### src/rtl/vga_pixel_source.sv
// vga_pixel_source: 800x525 lock-step pixel stage fetching a 256x256 image from a dual-bank RAM with 3-cycle lookahead
//   clk_25Mhz, rst     pixel clock, asynchronous active-high reset
//   swap_req           pulse: inactive bank holds a complete image
//   mem_data           RAM read data, valid one cycle after mem_addr/mem_rd_en
//   mem_addr/mem_rd_en {bank, row*IMG_W+col} fetch address and strobe
//   pixel_out          grayscale level for the controller's current position
//   swap_ack           pulse when a bank swap takes effect
//   frame_start        high while the display counter is at (0,0)
//   showing            high once the first image is displayed
module vga_pixel_source #(
    parameter int          IMG_W  = 256,
    parameter int          IMG_H  = 256,
    parameter int          X0     = 192,
    parameter int          Y0     = 112,
    parameter int          ADDR_W = 17,
    parameter logic [7:0]  BORDER = 8'h00
) (
    input  logic              clk_25Mhz,
    input  logic              rst,
    input  logic              swap_req,
    input  logic [7:0]        mem_data,
    output logic [ADDR_W-1:0] mem_addr,
    output logic              mem_rd_en,
    output logic [7:0]        pixel_out,
    output logic              swap_ack,
    output logic              frame_start,
    output logic              showing
);
    localparam logic [0:0] WAIT = 1'b0;
    localparam logic [0:0] SHOW = 1'b1;
    localparam int CW = $clog2(IMG_W);
    localparam int OW = ADDR_W - 1;
    localparam logic [9:0] XS = 10'(144 + X0);
    localparam logic [9:0] XE = 10'(144 + X0 + IMG_W);
    localparam logic [9:0] YS = 10'(35 + Y0);
    localparam logic [9:0] YE = 10'(35 + Y0 + IMG_H);

    logic [9:0]       h, v, ah, av;
    logic [0:0]       state;
    logic             pending, disp_bank, f1, f2;
    logic             a_wrap, take, in_img, fetch;
    logic [CW-1:0]    col;
    logic [OW-CW-1:0] row;

    // a_wrap marks the last lookahead position of a frame; the bank change
    // registered here is in effect when A reaches (0,0)
    assign a_wrap      = ah == 10'd799 && av == 10'd524;
    assign take        = a_wrap && (pending || swap_req);
    assign in_img      = ah >= XS && ah < XE && av >= YS && av < YE;
    assign fetch       = in_img && state == SHOW;
    assign col         = CW'(ah - XS);
    assign row         = (OW - CW)'(av - YS);
    assign showing     = state == SHOW;
    assign frame_start = !rst && h == 10'd0 && v == 10'd0;

    always_ff @(posedge clk_25Mhz or posedge rst) begin
        if (rst) begin
            h         <= '0;
            v         <= '0;
            ah        <= 10'd3;
            av        <= '0;
            state     <= WAIT;
            pending   <= 1'b0;
            disp_bank <= 1'b0;
            swap_ack  <= 1'b0;
            mem_addr  <= '0;
            mem_rd_en <= 1'b0;
            f1        <= 1'b0;
            f2        <= 1'b0;
            pixel_out <= BORDER;
        end else begin
            h         <= h == 10'd799 ? 10'd0 : h + 10'd1;
            v         <= h == 10'd799 ? (v == 10'd524 ? 10'd0 : v + 10'd1) : v;
            ah        <= ah == 10'd799 ? 10'd0 : ah + 10'd1;
            av        <= ah == 10'd799 ? (av == 10'd524 ? 10'd0 : av + 10'd1) : av;
            pending   <= a_wrap ? 1'b0 : pending || swap_req;
            swap_ack  <= take;
            disp_bank <= take ? !disp_bank : disp_bank;
            state     <= take ? SHOW : state;
            mem_addr  <= fetch ? {disp_bank, row, col} : mem_addr;
            mem_rd_en <= fetch;
            f1        <= fetch;
            f2        <= f1;
            pixel_out <= (f2 && state == SHOW) ? mem_data : BORDER;
        end
    end
endmodule

### config.mk
export PLATFORM = sky130hd
export DESIGN_NAME = vga_pixel_source
export DESIGN_NICKNAME = d
export VERILOG_FILES = /design/src/rtl/vga_pixel_source.sv
export SDC_FILE = /design/constraint.sdc
export NUM_CORES = 1
export LEC_CHECK = 0
export CAP_MARGIN = 5
export CORE_MARGIN = 1.5
export CORE_UTILIZATION = 56
export CTS_CLUSTER_SIZE = 25
export DETAILED_ROUTE_END_ITERATION = 8
export HOLD_SLACK_MARGIN = 0.06
export PLACE_DENSITY = 0.89
export SYNTH_ARGS = -nofsm -noshare
export SYNTH_HDL_FRONTEND = slang
export SYNTH_SLANG_ARGS = --single-unit
### constraint.sdc
create_clock -name clk_25Mhz -period 2.45 [get_ports clk_25Mhz]
set_input_delay 0.49 -clock clk_25Mhz [delete_from_list [all_inputs] [get_ports clk_25Mhz]]
set_output_delay 0.49 -clock clk_25Mhz [all_outputs]
set_load 0.05 [all_outputs]
After elaboration in Yosys (flattened, before gate mapping)
Cells that the tools add are included.
Word-level totals
  register bits: 71
  word-level logic and storage cells: 46
Cells by class
  $lt $le $gt $ge: 4
  reductions and logical operators: 14
  add/subtract/negate cells: 6
  equality and inequality tests: 4
  muxes and demuxes: 6
Operators with widths (count)
  $add 10x1->10 const B: 4
  $eq 10x10->1 const B: 4
  $mux 10: 4
  $logic_not 10->1: 2
  $ge 10x8->1 const B: 1
  $ge 10x9->1 const B: 1
  $lt 10x10->1 const B: 1
  $lt 10x9->1 const B: 1
  $logic_and 1x1->1: 9
  $mux 8: 1
  $sub 8x7->8 const B: 1
  $sub 8x8->8 const B: 1
  $logic_not 1->1: 2
  $logic_or 1x1->1: 1
  $mux 1: 1

Logic depth before layout (Yosys ltp)
Gate-level depths: netlist of run 1.
  depth in word-level cells: 5
  gate-level depth with buffers: 9
  depth with buffers taken out: 7

Worst setup path after synthesis of run 1
OpenSTA, ideal clock, no wires.
  path kind: register -> output
  start: reg v[5]
  end: out frame_start
  slack: -0.066 ns
  arrival time: 2.026 ns
  buffers on the path: 0
  stages on the path, launching flop included: 3
  path through: dfrtp_1 > or4_1 > nor3_1
Between the ends
  word-level cells in the longest chain between the ends: 2
Ends and longest elaborated chain
  from (decl): line 38  | logic [9:0] h, v, ah, av;
  from (signal assigned): line 73  | v <= h == 10'd799 ? (v == 10'd524 ? 10'd0 : v + 10'd1) : v;
  $logic_not 10->1: line 54  | assign frame_start = !rst && h == 10'd0 && v == 10'd0;
  $logic_and 1x1->1: line 54
  to (decl): line 26  | output logic frame_start,
No other way between the ends.

Worst setup path in the final report of run 1
  start: reg av[0]
  end: reg mem_addr[13]
Between the ends
  word-level cells in the longest chain between the ends: 4
  elaborated cells between the ends (all ways): 6
  those cells by class: add/sub: 1; order compare: 2; reduce/logical: 3
Ends and longest elaborated chain
  from (decl): line 38
  from (signal assigned): line 75  | av <= ah == 10'd799 ? (av == 10'd524 ? 10'd0 : av + 10'd1) : av;
  $ge 10x8->1: line 49  | assign in_img = ah >= XS && ah < XE && av >= YS && av < YE;
  $logic_and 1x1->1 (2 in a row): line 49
  $logic_and 1x1->1: line 50  | assign fetch = in_img && state == SHOW;
  to (signal assigned): line 80  | mem_addr <= fetch ? {disp_bank, row, col} : mem_addr;
  to (decl): line 22  | output logic [ADDR_W-1:0] mem_addr,
Parallel ways exist; a longest one is shown, timed or not.
A chain may end at the register's enable or synchronous reset.

==> impl_summary.log, run 1 <==
INFO  metric port_buffers = 39
INFO  metric power_density = around 530 mW/mm2
INFO  metric reg2reg_slack = about 150 ps
INFO  metric min_to = f2
INFO  metric global_route.overflow_total = 0
INFO  metric ys_seq_area_frac = 0.525
INFO  metric grt_pass1_vias = 2445
INFO  metric fin_crit = 2300 ps
INFO  metric number_of_drc_markers_in_iteration_0 = approximately 150
INFO  metric drt_pre_antenna_iters = 5
INFO  metric tritoncts.num_buffers = 9
INFO  metric final_hold_fails = 0
INFO  metric pre_cts_slack = 170 ps
INFO  metric tightest_slew = 722 ps
INFO  metric syn_nets = roughly 330
INFO  metric drv_slew = 0
INFO  metric slew-limit-headroom = 0.515
INFO  metric cp.arrival = between 2000 and 3000 ps
INFO  metric cts.sinks = approximately 70
INFO  metric r2r-start = av[0]
INFO  metric tns = 0 ps
INFO  metric route.detailed.wl_per_inst = roughly 15 um
INFO  metric async_reset_ff_frac = 1.00
INFO  metric drive_above_1_share = 0.125
INFO  metric final_cell_mix = 69 x sky130_fd_sc_hd__dfrtp_1, 38 x sky130_fd_sc_hd__clkdlybuf4s50_1, 24 x sky130_fd_sc_hd__nand2_1
INFO  metric grt_usage = 0.225
INFO  metric sw_share = 0.230
INFO  metric syn_area = 0.00339 mm2
INFO  metric status = finished clean
INFO  metric synth_cells = 312
INFO  metric finalPower = 2160 uW
INFO  metric holdPathStages = 0
INFO  metric pwr-share-comb = 0.022
INFO  metric start_kind = flop
INFO  metric clockRootBuffer = sky130_fd_sc_hd__clkbuf_8
INFO  metric cts_buffer_depth = 2
INFO  metric rr_endpoint = mem_addr[13]
INFO  metric critPathKind = flop to flop
INFO  metric fill_cells = 426
INFO  metric fin_nets = 378
INFO  metric post-route-drc-count = 0
INFO  metric grt_pass1_wl = 11.0 mm
INFO  metric area.growth.synth_to_final = 19.9%
INFO  metric syn-mean-instance-area = 10.9 um2
INFO  metric grt_setup_unrepaired = false
INFO  metric hold_class = flop to flop
INFO  metric routed_wirelength = 6.52 mm
INFO  metric worst_skew_pair.late_latency = 350 ps
INFO  metric vdd.ir_drop.worst = 0.393 mV
INFO  metric cellInternalPower = ~1700 uW
INFO  metric rows = 28
INFO  metric dr_total_vias = 2441
INFO  metric timing.final.setup_violations = 0
INFO  metric ys_ff_latch = ~70
INFO  metric dieHeight = 80.8 um
INFO  metric clk_transition_reported_paths = ~80 ps
INFO  metric design.die.area = roughly 0.0065 mm2
INFO  metric route.detailed.vias_per_inst = 5.60
INFO  metric post_layout_nonfiller_instances = 436
INFO  metric worst_ep_required_time = 2680 ps
INFO  metric ff2ff_path_depth = 7
INFO  metric cts_hold_fix_bufs = 0
INFO  metric timing.final.ws_setup = 150 ps
INFO  metric worstHoldStart = mem_rd_en
INFO  metric p_sw = 498 uW
INFO  metric synth-edff-count = 0
INFO  metric floorplan.io_pins = 40
INFO  metric power_leakage = 0.00188 uW
INFO  metric worst_clock_skew = 8.08 ps
INFO  metric total_placed_cells_including_tap_cells = 420
INFO  metric final_core_utilization = 0.690
INFO  metric max_freq = 435 MHz
INFO  metric cts_setup_buffers = 0
INFO  metric endpoint_kind = flop
INFO  metric floorplan.initialDensity = 0.575
INFO  metric dp_hpwl = 4.55 mm
INFO  metric grt_antenna_before_repair = 0
INFO  metric ctsResizeCount = 0
INFO  metric grt_max_degree = 45
INFO  metric final_cycle_utilization_of_the_critical_path = 0.939
INFO  metric core_region_area = 0.00589 mm2
INFO  metric primary_ff_master_synth = sky130_fd_sc_hd__dfrtp_1
INFO  metric clockPowerShare = 0.435
INFO  metric cts_tree = done
INFO  metric die_w = around 80 um
INFO  metric gp_congestion = approximately 0.85
INFO  metric ys_types = 43
INFO  metric crit_fanout = 13
INFO  metric synth.yosys.warnings = 0
INFO  metric clock_tree.htree_level_count = 3
INFO  metric proportion_of_power_drawn_by_flip_flops_and_latches = 0.543
INFO  metric antenna_violating_nets_post_route = 0
INFO  metric final_common_cell = sky130_fd_sc_hd__dfrtp_1
INFO  metric insertedDiodeCount = 0
INFO  metric cap_viol_max_count = 0
logic make-up after synthesis:
family,Yosys count,share of synthesized area
AND/OR/NAND/NOR,124,0.192
flip-flops,71,0.525
AO/OA/AOI/OAI,35,0.0625
XOR/XNOR,27,0.0698
buffers and inverters,25,0.0381
multiplexers,19,0.0713
adder cells (fa/ha/maj),11,0.0406
state kept, by name (all words and copies together) (netlist names):
signal	cells
ah	10
av	10
disp_bank	1
f2	1
h	10
mem_addr	17
mem_rd_en	1
pending	1
pixel_out	8
showing	1
swap_ack	1
v	10
routing by layer:
metal / part of all wire / vias up / wire (um) / GRT usage
met4: 0.019 / 0 / 125 / 0.110
li1: - / 1178 / - / -
met5: 0 / - / 0 / 0
met1: 0.43 / 1194 / 2820 / 0.277
met3: 0.042 / 11 / 273 / 0.0416
met2: 0.51 / 58 / 3310 / 0.382
layout make-up:
class / count / area, um2 / area share
clock buffers: 10 / 128 / 0.0314
clock inverters: 6 / 70.1 / 0.0173
inverters: 13 / 48.8 / 0.0120
multi-input cells: 216 / 1480 / 0.365
flip-flops and latches: 71 / 1780 / 0.438
well taps: 75 / 93.8 / 0.0231
repair buffers: 45 / 458 / 0.113
power groups by stage:
stage | registers [uW] | logic (uW) | clock network, uW
3_3_place_gp | 1200 | 48.5 | 0
3_5_place_dp | 1200 | 49.4 | 0
6_report | 1180 | 47.8 | 942
5_1_grt | 1180 | 54.5 | 1000
2_1_floorplan | 1200 | 18.8 | 0
4_1_cts | 1180 | 49.7 | 959
worst max-delay path by stage:
stage	from	end	slack [ps]	depth (start not counted)
after floorplan	rst	ah[2]	170	1
after global placement	av[0]	mem_addr[13]	220	7
after detailed placement	av[0]	mem_addr[11]	170	7
after CTS	v[4]	frame_start	150	3
after global routing	ah[0]	av[5]	50	5
final	av[0]	mem_addr[13]	150	7
stage by stage:
| stage | hold WS [ps] | area [um2] |
|---|---|---|
| after floorplan | 442 | 3390 |
| after global placement | 359 | 3860 |
| after detailed placement | 363 | 3860 |
| after CTS | 382 | 4060 |
| after global routing | 395 | 4060 |
| final | 376 | 4060 |
Yosys cell counts (3+ instances only):
cell type                   n  area share
sky130_fd_sc_hd__xor2_1    14       0.036
sky130_fd_sc_hd__nor4_1     5      0.0092
sky130_fd_sc_hd__and3_1    12       0.022
sky130_fd_sc_hd__a21o_1     4      0.0089
sky130_fd_sc_hd__nand3_1   15       0.022
sky130_fd_sc_hd__a21oi_1    5      0.0074
sky130_fd_sc_hd__mux2_4     8       0.035
sky130_fd_sc_hd__or4_1      3      0.0067
sky130_fd_sc_hd__nand2b_1   4      0.0074
sky130_fd_sc_hd__nand4_1    6       0.011
sky130_fd_sc_hd__o21ai_0   18       0.027
sky130_fd_sc_hd__xnor2_1   13       0.034
sky130_fd_sc_hd__mux2_2     9       0.030
sky130_fd_sc_hd__and2_1     3      0.0055
sky130_fd_sc_hd__clkbuf_1   8      0.0089
sky130_fd_sc_hd__nor3_1    16       0.024
sky130_fd_sc_hd__inv_1     13       0.014
sky130_fd_sc_hd__nand2_1   24       0.027
sky130_fd_sc_hd__nor2_1    21       0.023
sky130_fd_sc_hd__nor2b_1    3      0.0055
sky130_fd_sc_hd__ha_1      11       0.041
sky130_fd_sc_hd__dfrtp_1   69        0.51
worst max-delay path: stages, from the launching register on:
cell and delay [ps]:
sky130_fd_sc_hd__dfrtp_1 430, sky130_fd_sc_hd__ha_1 310, sky130_fd_sc_hd__o31a_2 330, sky130_fd_sc_hd__nor2_1 180, sky130_fd_sc_hd__or4_1 160, sky130_fd_sc_hd__o311a_1 240
sky130_fd_sc_hd__buf_12 180, sky130_fd_sc_hd__mux2_2 340
(Power assumes the default switching activity.)
==> run 2, diff against run 1 <==
HOLD_SLACK_MARGIN = not set   (was 0.06)
==> results of run 2 <==
The final DEF is identical to that of run 1; final timing and power are the same.
